`config.mk`:
```
export PLATFORM = sky130hd
export DESIGN_NAME = perm_slice_controller_flat
export DESIGN_NICKNAME = d
export VERILOG_FILES = /design/src/rtl/perm_pkg.sv /design/src/rtl/perm_slice_controller_if.sv /design/src/rtl/perm_row_counter.sv /design/src/rtl/perm_slice_controller.sv /design/src/flat_wrapper.sv
export SDC_FILE = /design/constraint.sdc
export NUM_CORES = 1
export LEC_CHECK = 0
export ABC_AREA = 1
export BUFFER_PORTS_ARGS = -buffer_cell sky130_fd_sc_hd__buf_2
export CAP_MARGIN = 15
export CORE_AREA = 10 10 47 49
export DETAILED_ROUTE_END_ITERATION = 6
export DIE_AREA = 0 0 57 59
export PLACE_DENSITY = 0.56
export SLEW_MARGIN = 30
export SYNTH_ARGS = -nofsm -noshare
export SYNTH_HDL_FRONTEND = slang
export SYNTH_SLANG_ARGS = --single-unit
export TNS_END_PERCENT = 1
```
`constraint.sdc`:
```
create_clock -name clk -period 1.3 [get_ports clk]
set_input_delay 0.065 -clock clk [delete_from_list [all_inputs] [get_ports clk]]
set_output_delay 0.065 -clock clk [all_outputs]
set_load 0.005 [all_outputs]
```
`src/rtl/perm_pkg.sv`:
```
// ---------------------------------------------------------------------------
// perm_pkg
//   Shared types and constants for the permutation slice controller.
//   - perm_state_e : controller FSM states
//   - SLICE_W/SLICES : slice-index counter geometry (6 bits, 64 slices)
//   - DEF_ROWS/DEF_ROW_W : default rows per slice and row-index width
//   Optional feature macro used by the files that import this package:
//   PERM_MULTI_ROUND_EN (multiple full sweeps per start).
// ---------------------------------------------------------------------------
package perm_pkg;

   localparam int SLICE_W   = 6;
   localparam int SLICES    = 64;
   localparam int DEF_ROWS  = 5;
   localparam int DEF_ROW_W = 3;

   typedef enum logic [2:0] {
      IDLE  = 3'd0,
      INIT  = 3'd1,
      READ  = 3'd2,
      CALC  = 3'd3,
      WRITE = 3'd4,
      NEXT  = 3'd5,
      DONE  = 3'd6
   } perm_state_e;

endpackage

```
`src/rtl/perm_slice_controller_if.sv`:
```
// ---------------------------------------------------------------------------
// perm_slice_controller_if
//   Bundles the handshake and datapath-control signals of the slice
//   controller.
//   master modport (controller side):
//     in : start, abort, z_cout
//     out: ready, done, cnt_clr, z_count_en, row_idx, mem_rd, calc_en,
//          mem_wr, round_idx (only with PERM_MULTI_ROUND_EN)
//   slave modport: the same signals seen from the top level / datapath.
//   Macro PERM_MULTI_ROUND_EN adds the 8-bit round_idx signal.
// ---------------------------------------------------------------------------
interface perm_slice_controller_if
   import perm_pkg::*;
#(
   parameter int ROW_W = DEF_ROW_W
);
   logic             start;
   logic             abort;
   logic             ready;
   logic             done;
   logic             cnt_clr;
   logic             z_count_en;
   logic             z_cout;
   logic [ROW_W-1:0] row_idx;
   logic             mem_rd;
   logic             calc_en;
   logic             mem_wr;
`ifdef PERM_MULTI_ROUND_EN
   logic [7:0]       round_idx;

   modport master (
      input  start, abort, z_cout,
      output ready, done, cnt_clr, z_count_en, row_idx,
             mem_rd, calc_en, mem_wr, round_idx
   );

   modport slave (
      output start, abort, z_cout,
      input  ready, done, cnt_clr, z_count_en, row_idx,
             mem_rd, calc_en, mem_wr, round_idx
   );
`else
   modport master (
      input  start, abort, z_cout,
      output ready, done, cnt_clr, z_count_en, row_idx,
             mem_rd, calc_en, mem_wr
   );

   modport slave (
      output start, abort, z_cout,
      input  ready, done, cnt_clr, z_count_en, row_idx,
             mem_rd, calc_en, mem_wr
   );
`endif
endinterface

```
`src/rtl/perm_row_counter.sv`:
```
// ---------------------------------------------------------------------------
// perm_row_counter
//   Mod-ROWS up-counter shared by the READ and WRITE phases.
//   Ports:
//     clk    in  clock, rising edge
//     reset  in  asynchronous, active-high
//     en_i   in  advance one row
//     clr_i  in  synchronous clear (wins over en_i)
//     idx_o  out current row, 0..ROWS-1
//     last_o out idx_o == ROWS-1
// ---------------------------------------------------------------------------
module perm_row_counter
   import perm_pkg::*;
#(
   parameter int ROWS  = DEF_ROWS,
   parameter int ROW_W = DEF_ROW_W
) (
   input  logic             clk,
   input  logic             reset,
   input  logic             en_i,
   input  logic             clr_i,
   output logic [ROW_W-1:0] idx_o,
   output logic             last_o
);

   localparam logic [ROW_W-1:0] LAST_ROW = ROW_W'(ROWS - 1);

   if ((2 ** ROW_W) < ROWS) begin : g_bad_row_w
      $error("ROW_W too narrow for ROWS");
   end

   logic [ROW_W-1:0] idx_q;

   assign last_o = (idx_q == LAST_ROW);
   assign idx_o  = idx_q;

   // NOTE: state registers use non-blocking assignments so every flop samples
   // pre-edge values; blocking here would create order-dependent races.
   always_ff @(posedge clk or posedge reset) begin
      if (reset) begin
         idx_q <= '0;
      end else if (clr_i) begin
         idx_q <= '0;
      end else if (en_i) begin
         // Wrap at ROWS-1 so the index never reaches ROWS.
         idx_q <= last_o ? '0 : idx_q + ROW_W'(1);
      end
   end

endmodule

```
`src/rtl/perm_slice_controller.sv`:
```
// ---------------------------------------------------------------------------
// perm_slice_controller
//   Control FSM for the permutation datapath. Sweeps all 64 slices; per slice
//   it reads ROWS rows, computes one cycle, writes ROWS rows, then advances the
//   external 6-bit slice counter. The counter's terminal carry (z_cout) marks
//   the last slice.
//   Ports:
//     clk    in  clock, rising edge
//     reset  in  asynchronous, active-high (shared with the slice counter)
//     bus    perm_slice_controller_if.master:
//            start/abort/z_cout in; ready/done/cnt_clr/z_count_en/row_idx/
//            mem_rd/calc_en/mem_wr out (+ round_idx with the macro below)
//   Macro PERM_MULTI_ROUND_EN: repeat the sweep ROUNDS times per start with an
//   8-bit round register on round_idx. Undefined: single sweep, ROUNDS unused.
// ---------------------------------------------------------------------------
module perm_slice_controller
   import perm_pkg::*;
#(
   parameter int ROWS   = DEF_ROWS,
   parameter int ROW_W  = DEF_ROW_W,
   parameter int ROUNDS = 1
) (
   input  logic                           clk,
   input  logic                           reset,
   perm_slice_controller_if.master        bus
);

   if ((ROUNDS < 1) || (ROUNDS > 256)) begin : g_bad_rounds
      $error("ROUNDS must be in 1..256");
   end

   perm_state_e      state_q, state_d;
   logic             cnt_clr_q, cnt_clr_d;
   logic             aborting;
   logic             more_rounds;
   logic             row_en, row_clr, row_last;
   logic [ROW_W-1:0] row_idx;

   // Abort only acts outside IDLE; in IDLE it merely blocks start.
   assign aborting = bus.abort && (state_q != IDLE);

   perm_row_counter #(
      .ROWS  (ROWS),
      .ROW_W (ROW_W)
   ) u_row_counter (
      .clk    (clk),
      .reset  (reset),
      .en_i   (row_en),
      .clr_i  (row_clr),
      .idx_o  (row_idx),
      .last_o (row_last)
   );

`ifdef PERM_MULTI_ROUND_EN
   localparam logic [7:0] LAST_ROUND = 8'(ROUNDS - 1);

   logic [7:0] round_q, round_d;

   assign more_rounds = (round_q < LAST_ROUND);

   always_comb begin
      round_d = round_q;
      if (aborting || (state_d == INIT)) begin
         round_d = '0;
      end else if ((state_q == NEXT) && bus.z_cout && more_rounds) begin
         // Counter has already wrapped to 0; the next round reuses it as is.
         round_d = round_q + 8'd1;
      end
   end

   always_ff @(posedge clk or posedge reset) begin
      if (reset) begin
         round_q <= '0;
      end else begin
         round_q <= round_d;
      end
   end

   assign bus.round_idx = round_q;
`else
   assign more_rounds = 1'b0;
`endif

   // State register.
   always_ff @(posedge clk or posedge reset) begin
      if (reset) begin
         state_q   <= IDLE;
         cnt_clr_q <= 1'b0;
      end else begin
         state_q   <= state_d;
         cnt_clr_q <= cnt_clr_d;
      end
   end

   // Next-state logic; abort overrides every other transition.
   always_comb begin
      // NOTE: every combinational output gets a default first so no path
      // leaves it unassigned, which would infer a latch.
      state_d = state_q;
      if (aborting) begin
         state_d = IDLE;
      end else begin
         unique case (state_q)
            IDLE:    if (bus.start && !bus.abort) state_d = INIT;
            INIT:    state_d = READ;
            READ:    if (row_last) state_d = CALC;
            CALC:    state_d = WRITE;
            WRITE:   if (row_last) state_d = NEXT;
            NEXT:    state_d = (bus.z_cout && !more_rounds) ? DONE : READ;
            DONE:    state_d = IDLE;
            default: state_d = IDLE;
         endcase
      end
   end

   // Counter clear is registered: high in INIT and in the IDLE cycle after
   // an abort.
   assign cnt_clr_d = (state_d == INIT) || aborting;

   // Moore outputs decoded from the current state.
   always_comb begin
      bus.ready      = 1'b0;
      bus.done       = 1'b0;
      bus.z_count_en = 1'b0;
      bus.mem_rd     = 1'b0;
      bus.calc_en    = 1'b0;
      bus.mem_wr     = 1'b0;
      row_en         = 1'b0;
      unique case (state_q)
         IDLE:  bus.ready      = 1'b1;
         READ:  begin bus.mem_rd = 1'b1; row_en = 1'b1; end
         CALC:  bus.calc_en    = 1'b1;
         WRITE: begin bus.mem_wr = 1'b1; row_en = 1'b1; end
         NEXT:  bus.z_count_en = 1'b1;
         DONE:  bus.done       = 1'b1;
         default: ;
      endcase
   end

   assign row_clr     = aborting;
   assign bus.row_idx = row_idx;
   assign bus.cnt_clr = cnt_clr_q;

endmodule
```
`src/flat_wrapper.sv`:
```
// flat-port wrapper written by rule: the top's interface ports become plain ports
module perm_slice_controller_flat import perm_pkg::*;
#(
   parameter int ROWS   = DEF_ROWS,
   parameter int ROW_W  = DEF_ROW_W,
   parameter int ROUNDS = 1
)
  (clk, reset, bus_start, bus_abort, bus_z_cout, bus_ready, bus_done, bus_cnt_clr, bus_z_count_en, bus_row_idx, bus_mem_rd, bus_calc_en, bus_mem_wr);
  perm_slice_controller_if #(.ROW_W(ROW_W)) bus_i ();
  input  logic clk;
  input  logic reset;
  input wire logic [$bits(bus_i.start)-1:0] bus_start;
  input wire logic [$bits(bus_i.abort)-1:0] bus_abort;
  input wire logic [$bits(bus_i.z_cout)-1:0] bus_z_cout;
  output wire logic [$bits(bus_i.ready)-1:0] bus_ready;
  output wire logic [$bits(bus_i.done)-1:0] bus_done;
  output wire logic [$bits(bus_i.cnt_clr)-1:0] bus_cnt_clr;
  output wire logic [$bits(bus_i.z_count_en)-1:0] bus_z_count_en;
  output wire logic [$bits(bus_i.row_idx)-1:0] bus_row_idx;
  output wire logic [$bits(bus_i.mem_rd)-1:0] bus_mem_rd;
  output wire logic [$bits(bus_i.calc_en)-1:0] bus_calc_en;
  output wire logic [$bits(bus_i.mem_wr)-1:0] bus_mem_wr;
  assign bus_i.start = bus_start;
  assign bus_i.abort = bus_abort;
  assign bus_i.z_cout = bus_z_cout;
  assign bus_ready = bus_i.ready;
  assign bus_done = bus_i.done;
  assign bus_cnt_clr = bus_i.cnt_clr;
  assign bus_z_count_en = bus_i.z_count_en;
  assign bus_row_idx = bus_i.row_idx;
  assign bus_mem_rd = bus_i.mem_rd;
  assign bus_calc_en = bus_i.calc_en;
  assign bus_mem_wr = bus_i.mem_wr;
  perm_slice_controller #(.ROWS(ROWS), .ROW_W(ROW_W), .ROUNDS(ROUNDS)) u_core (.clk(clk), .reset(reset), .bus(bus_i));
endmodule
```
======== Word-level counts from Yosys, hierarchy flattened ========
Cells that the tools add are included.
storage, ports and cells
  bits in registers ....................... 7
  output and inout port bits .............. 10
  logic and storage cells ................. 36
cells by class
  $add $sub $neg .......................... 1
  equal/unequal tests ..................... 8
  multiplexer cells ....................... 16
  reduce and logical (&&, ||, !) cells .... 8
operators by type and width
  kind                                                                   count
  3-bit two-way mux                                                      8
  3-bit case mux with 6 select lines                                     1
  3-bit equality test, second input constant                             4
  1-bit two-way mux                                                      7
  3-bit by 1-bit equality test with 1-bit output, second input constant  2
  3-bit by 2-bit equality test with 1-bit output, second input constant  2
  3-bit by 1-bit adder with 3-bit output, second input constant          1
  3-bit logical NOT                                                      1
  3-bit nonzero test                                                     1
  1-bit logical AND                                                      2
  2-bit nonzero test                                                     1
  2-bit OR reduction                                                     1
  1-bit logical NOT                                                      1
  1-bit logical OR                                                       1

======== Logic depth before layout (Yosys ltp) ========
  depth in word-level cells ............... 7
  gate-level depth with buffers ........... 7

======== Cells and area by module ========
From an unflattened synthesis, not the netlist that was laid out.
unflattened totals
  cell total of the unflattened synthesis .. 57
  area, all modules ....................... 442.9 sq um
by module, submodules not included
  module                 times used  cells each  area each (sq um)  sequential area each (sq um)
  perm_slice_controller  1           33          259.0              100.1
  perm_row_counter       1           24          183.9              75.1

======== Least setup slack after synthesis ========
Ideal clock, no wire load.
  path kind ............................... register -> register
  start ................................... register u_core.u_row_counter.idx_q[0], in the netlist u_core.u_row_counter.idx_o[0]
  end ..................................... register u_core.u_row_counter.idx_q[2], in the netlist u_core.u_row_counter.idx_o[2]
  setup time .............................. 0.065 ns
  data arrival time ....................... 0.964 ns
  required time ........................... 1.235 ns
  setup slack ............................. 0.271 ns
  cell stages (with the launch flop) ...... 8
  path buffers ............................ 0
  period minus slack after synthesis ...... 1.029 ns
  cells stage by stage .................... dfrtp_1 -> inv_1 -> ha_1 -> nand2_1 -> inv_1 -> nor2_1 -> nand3_1 -> nand2_1
on the way
  longest elaborated chain between the ends .. 4
  elaborated cells between the ends (all ways) .. 5
ends and longest elaborated chain
  element                                                                        RTL line                                        RTL
  from (decl)                                                                    perm_row_counter.sv:32                          logic [ROW_W-1:0] idx_q;
  from (signal assigned)                                                         perm_row_counter.sv:46                          idx_q <= last_o ? '0 : idx_q + ROW_W'(1);
  3-bit by 1-bit adder with 3-bit output or 3-bit equality test (tied branches)  perm_row_counter.sv:46, perm_row_counter.sv:34
  3-bit two-way mux *                                                            perm_row_counter.sv:46
  3-bit two-way mux *                                                            perm_row_counter.sv:44                          end else if (en_i) begin
  3-bit two-way mux *                                                            perm_row_counter.sv:42                          end else if (clr_i) begin
Mark *: on every way between the ends. The rest lies on a longest branch, timed or not. The select of a mux whose other input is x is not followed.
A chain may end at the register's enable or synchronous reset.

======== Worst setup path after layout ========
  start ................................... register u_core.state_q[2]
  end ..................................... output port bus_ready
on the way
  longest elaborated chain between the ends .. 2
ends and longest elaborated chain
  element                 RTL line                      RTL
  from (decl)             perm_slice_controller.sv:32   perm_state_e state_q, state_d;
  from (signal assigned)  perm_slice_controller.sv:90   state_q <= state_d;
  3-bit logical NOT       perm_slice_controller.sv:129  unique case (state_q)
  1-bit two-way mux       perm_slice_controller.sv:129
  to (decl)               flat_wrapper.sv:15            output wire logic [$bits(bus_i.ready)-1:0] bus_ready;
Every way passes these cells.

==> flow_summary.rst <==
.. list-table::
   :header-rows: 1

   * - Metric
     - Value
   * - Run status
     - complete, no violations
   * - Crit Reg-Reg Startpoint
     - u_core.u_row_counter.idx_o[0]
   * - Floorplan die height
     - 59 um
   * - Total wirelength of the detailed-routed design
     - 962 um
   * - Internal power component
     - a little over 600 uW
   * - Count of endpoints failing hold in the final timing report
     - 0
   * - Via Count
     - slightly above 400
   * - Startpoint kind of the worst setup timing path
     - register
   * - Adder and majority cell fraction of the synthesized area
     - around 5.8%
   * - Sw Pwr
     - 459 uW
   * - Critical path's top delay family
     - flip-flops
   * - Drt first pass iters
     - 4
   * - CTS resizes
     - 0
   * - Initial Utilization
     - 30.7%
   * - Highest ir drop seen on vdd
     - 923 uV
   * - Post-synthesis sequential area ratio
     - around two fifths
   * - Fraction of final layout cells sized beyond drive strength 1
     - about 29%
   * - Synthesized cell area
     - 430 um^2
   * - Critical path arrival
     - around 1.1 ns
   * - Initial antenna violation count
     - 0
   * - Diode count
     - 0
   * - Iteration-0 DRC Markers
     - 4
   * - Minimum period implied by the final worst setup slack
     - 1.18 ns
   * - GR Util All Layers
     - ~6.4%
   * - Global-route wire length before repair
     - between 1500 and 2000 um
   * - Critical path endpoint category
     - output port
   * - Startpoint of the tightest hold check path
     - bus_abort
   * - Class of the most critical hold timing path
     - input pin to register
   * - Clock Path Buffers
     - 2
   * - Sequential Power Share
     - between 30 and 40%
   * - Die footprint
     - 0.00336 mm^2
   * - Part of the total power dissipated in the clock network
     - between 10% and 20%
   * - Leak pwr
     - between 0.0003 and 0.0004 uW
   * - Maximum fanout encountered on the critical timing path
     - 6
   * - Number of clock buffers inserted by TritonCTS
     - 3
   * - Row count
     - 14
   * - Routed wire length per instance
     - 10.1 um
   * - Worst setup slack for register-to-register paths
     - 0.22 ns
   * - Critical path class
     - register to output port
   * - Routability congestion estimate from global placement
     - 0.707
   * - Antenna-violating nets left
     - 0
   * - Xor/xnor cell area share of the yosys netlist
     - 0%
   * - Die Wd
     - about 57 um
   * - Share of synthesized cell area in and, or, nand and nor gates
     - 37.8%
   * - Total negative slack
     - 0 ns
   * - Number of sinks on the clock net
     - 7
   * - Unrepaired setup endpoints after global routing
     - no
   * - Post-CTS setup buffers
     - 0
   * - Required time at the worst-slack endpoint
     - roughly 1.2 ns
   * - Worst Reg2Reg Path Length in Cells
     - 7
   * - Syn avg cell area
     - 7.17 um^2
   * - Max-slew violations
     - 0
   * - Fraction of post-synthesis cell area in the top cell type by area
     - 40.7%
   * - Max-Slew Margin vs Limit
     - 81.2%
   * - Max cap viols
     - 0
   * - H-tree Lvls
     - 1
   * - Total of flip-flops plus latches after synthesis
     - 7
   * - Final design utilization
     - 39.7%
   * - Remaining routing DRC violations
     - 0
   * - Clk slew on worst S/H paths
     - about 0.060 ns
   * - Hold path endpoint
     - u_core.state_q[1]
   * - Area fraction in compound gates after synthesis
     - 3.49%
   * - Post-synthesis cell count
     - 60
   * - Boundary pin count
     - 15
   * - Buffer and inverter count on the worst path
     - 3
   * - End of the worst register-to-register path
     - u_core.u_row_counter.idx_o[0]
   * - Power density of the placed cells
     - approximately 1900 mW/mm^2
   * - Final Power
     - 1070 uW
   * - Final setup violating endpoints
     - 0
   * - Mux cell area share after synthesis
     - 0%
   * - Least-Margin Pin Slew
     - 0.282 ns
   * - Warning count from the yosys run
     - 0
   * - Pin count of the biggest net entering global routing
     - 10
   * - Detailed Place HPWL
     - 779 um
   * - Ratio of final minimum period to clock period
     - 90.8%
   * - Number of distinct library cells after synthesis
     - 15
   * - Floorplan Core Area
     - 0.00140 mm^2
   * - Cell occurring most often along the worst timing path
     - sky130_fd_sc_hd__inv_1
   * - Average vias per placed instance
     - 4.25
   * - CTS root buffer
     - sky130_fd_sc_hd__clkbuf_4
   * - Cell accounting for the most synthesized area
     - sky130_fd_sc_hd__dfrtp_1
   * - Slowest cell on the critical path
     - sky130_fd_sc_hd__dfrtp_1
   * - Largest family of logic cells by synthesized area
     - simple AND/OR/NAND/NOR gates
   * - Max Freq
     - 847 MHz
   * - Fin nets
     - 87
   * - CTS tree
     - yes
   * - Hold Crit Depth
     - 2
   * - Peak per-stage delay on the critical path
     - 0.38 ns
   * - Switching share of power
     - a little over two fifths
   * - Clock skew after layout
     - approximately 0.0038 ns
   * - Count of input and output buffers
     - 14
   * - Leading post-synthesis cells by cell area
     - sky130_fd_sc_hd__dfrtp_1, sky130_fd_sc_hd__nand2_1, sky130_fd_sc_hd__inv_1, sky130_fd_sc_hd__nand3_1, sky130_fd_sc_hd__ha_1
   * - Post-Syn Nets
     - 67
   * - Via count of the first global-routing pass
     - 451
   * - Combinational Power Share
     - 47.5%
   * - GRT Residual Overflow
     - 0
   * - Signed area change from the synthesized netlist to the final layout
     - 29.4%
   * - Clk_lat worst skew
     - between 0.2 and 0.3 ns
   * - Critical path, cell by cell
     - inv_1, nand2_1, inv_1, buf_2
-- layer usage --
metal  wire length [um]  track usage (%)
met1                426             6.47
met2                475             10.9
met3                 53             3.22
met4                  6             3.02
met5                  0                0
-- metrics by stage --
stage	std cells	hold WS [ns]	setup slack, ns	area [um^2]
finish	95	0.0150	0.120	557
global route	95	0.0364	0.0155	557
CTS	95	0.0193	0.110	557
detailed placement	90	0.0139	0.206	520
global placement	90	0.00838	0.217	520
floorplan	60	-0.132	0.271	430
-- cells by family (layout without fill, tap and decap cells) --
group                      count (synthesis)  after routing
buffers and inverters                     14             33
adders and majority gates                  2              2
AOI/OAI and AO/OA                          3              3
DFF                                        7              7
and+or+nand+nor                           34             34
-- cells in the final DEF (no fill, tap or decap), types with 2 or more instances in the layout --
master                     Yosys  layout
sky130_fd_sc_hd__ha_1          2       2
sky130_fd_sc_hd__clkbuf_4      0       3
sky130_fd_sc_hd__inv_2         2       2
sky130_fd_sc_hd__buf_2         0      14
sky130_fd_sc_hd__dfrtp_1       7       7
sky130_fd_sc_hd__inv_1        12      12
sky130_fd_sc_hd__o21ai_0       2       2
sky130_fd_sc_hd__nor2_1        5       5
sky130_fd_sc_hd__nand2_1      16      16
sky130_fd_sc_hd__nand3_1       6       6
sky130_fd_sc_hd__nand3b_1      2       2
-- worst max-delay path by stage --
stage                                    end  cells after the start                           from  slack, ns
2_1_floorplan  u_core.u_row_counter.idx_o[2]                      7  u_core.u_row_counter.idx_o[0]       0.27
3_3_place_gp   u_core.u_row_counter.idx_o[0]                      7  u_core.u_row_counter.idx_o[0]       0.22
3_5_place_dp   u_core.u_row_counter.idx_o[2]                      7  u_core.u_row_counter.idx_o[0]       0.21
4_1_cts                            bus_ready                      4              u_core.state_q[2]       0.11
5_1_grt                            bus_ready                      4              u_core.state_q[2]       0.02
6_report                           bus_ready                      4              u_core.state_q[2]       0.12
-- power groups by stage --
stage               Clock, uW  Sequential [uW]  Combinational [uW]
finish                    199              362                 507
global route              218              377                 614
CTS                       201              364                 526
detailed placement          0              367                 518
global placement            0              367                 510
floorplan                   0              361                 350
-- timing repair --
| item | CTS | global route |
|---|---|---|
| hold buffers | 1 | 0 |
| endpoints found under the setup margin | 0 | 0 |
| endpoints found under the hold margin | 7 | 0 |
-- cells in the mapped netlist (all sizes together) --
| cell | count |
|---|---|
| ha | 2 |
| nor3 | 1 |
| nand2 | 18 |
| nand3b | 2 |
| nor2 | 6 |
| nand3 | 7 |
| a21oi | 1 |
| inv | 14 |
| dfrtp | 7 |
| o21ai | 2 |
-- state kept, by name, indices dropped and copies added (netlist names) --
name and cells:
u_core.state_q 3, u_core.u_row_counter.idx_o 3, u_core.bus.cnt_clr 1
-- layout make-up --
class	instances	area, um^2
fill	172	845
tap	16	20.0
clock buffer	4	26.3
multi-input combinational	39	203
timing repair buffer	15	80.1
sequential	7	175
inverter	14	52.6
-- worst register-to-register path, stage by stage (launching register included) --
cell                      delay [ns]
sky130_fd_sc_hd__dfrtp_1        0.40
sky130_fd_sc_hd__inv_1          0.06
sky130_fd_sc_hd__ha_1           0.19
sky130_fd_sc_hd__nand2_1        0.09
sky130_fd_sc_hd__inv_1          0.06
sky130_fd_sc_hd__nor2_1         0.08
sky130_fd_sc_hd__nand3_1        0.08
sky130_fd_sc_hd__nand2_1        0.07
No activity file was read; power rests on OpenSTA's default activity.
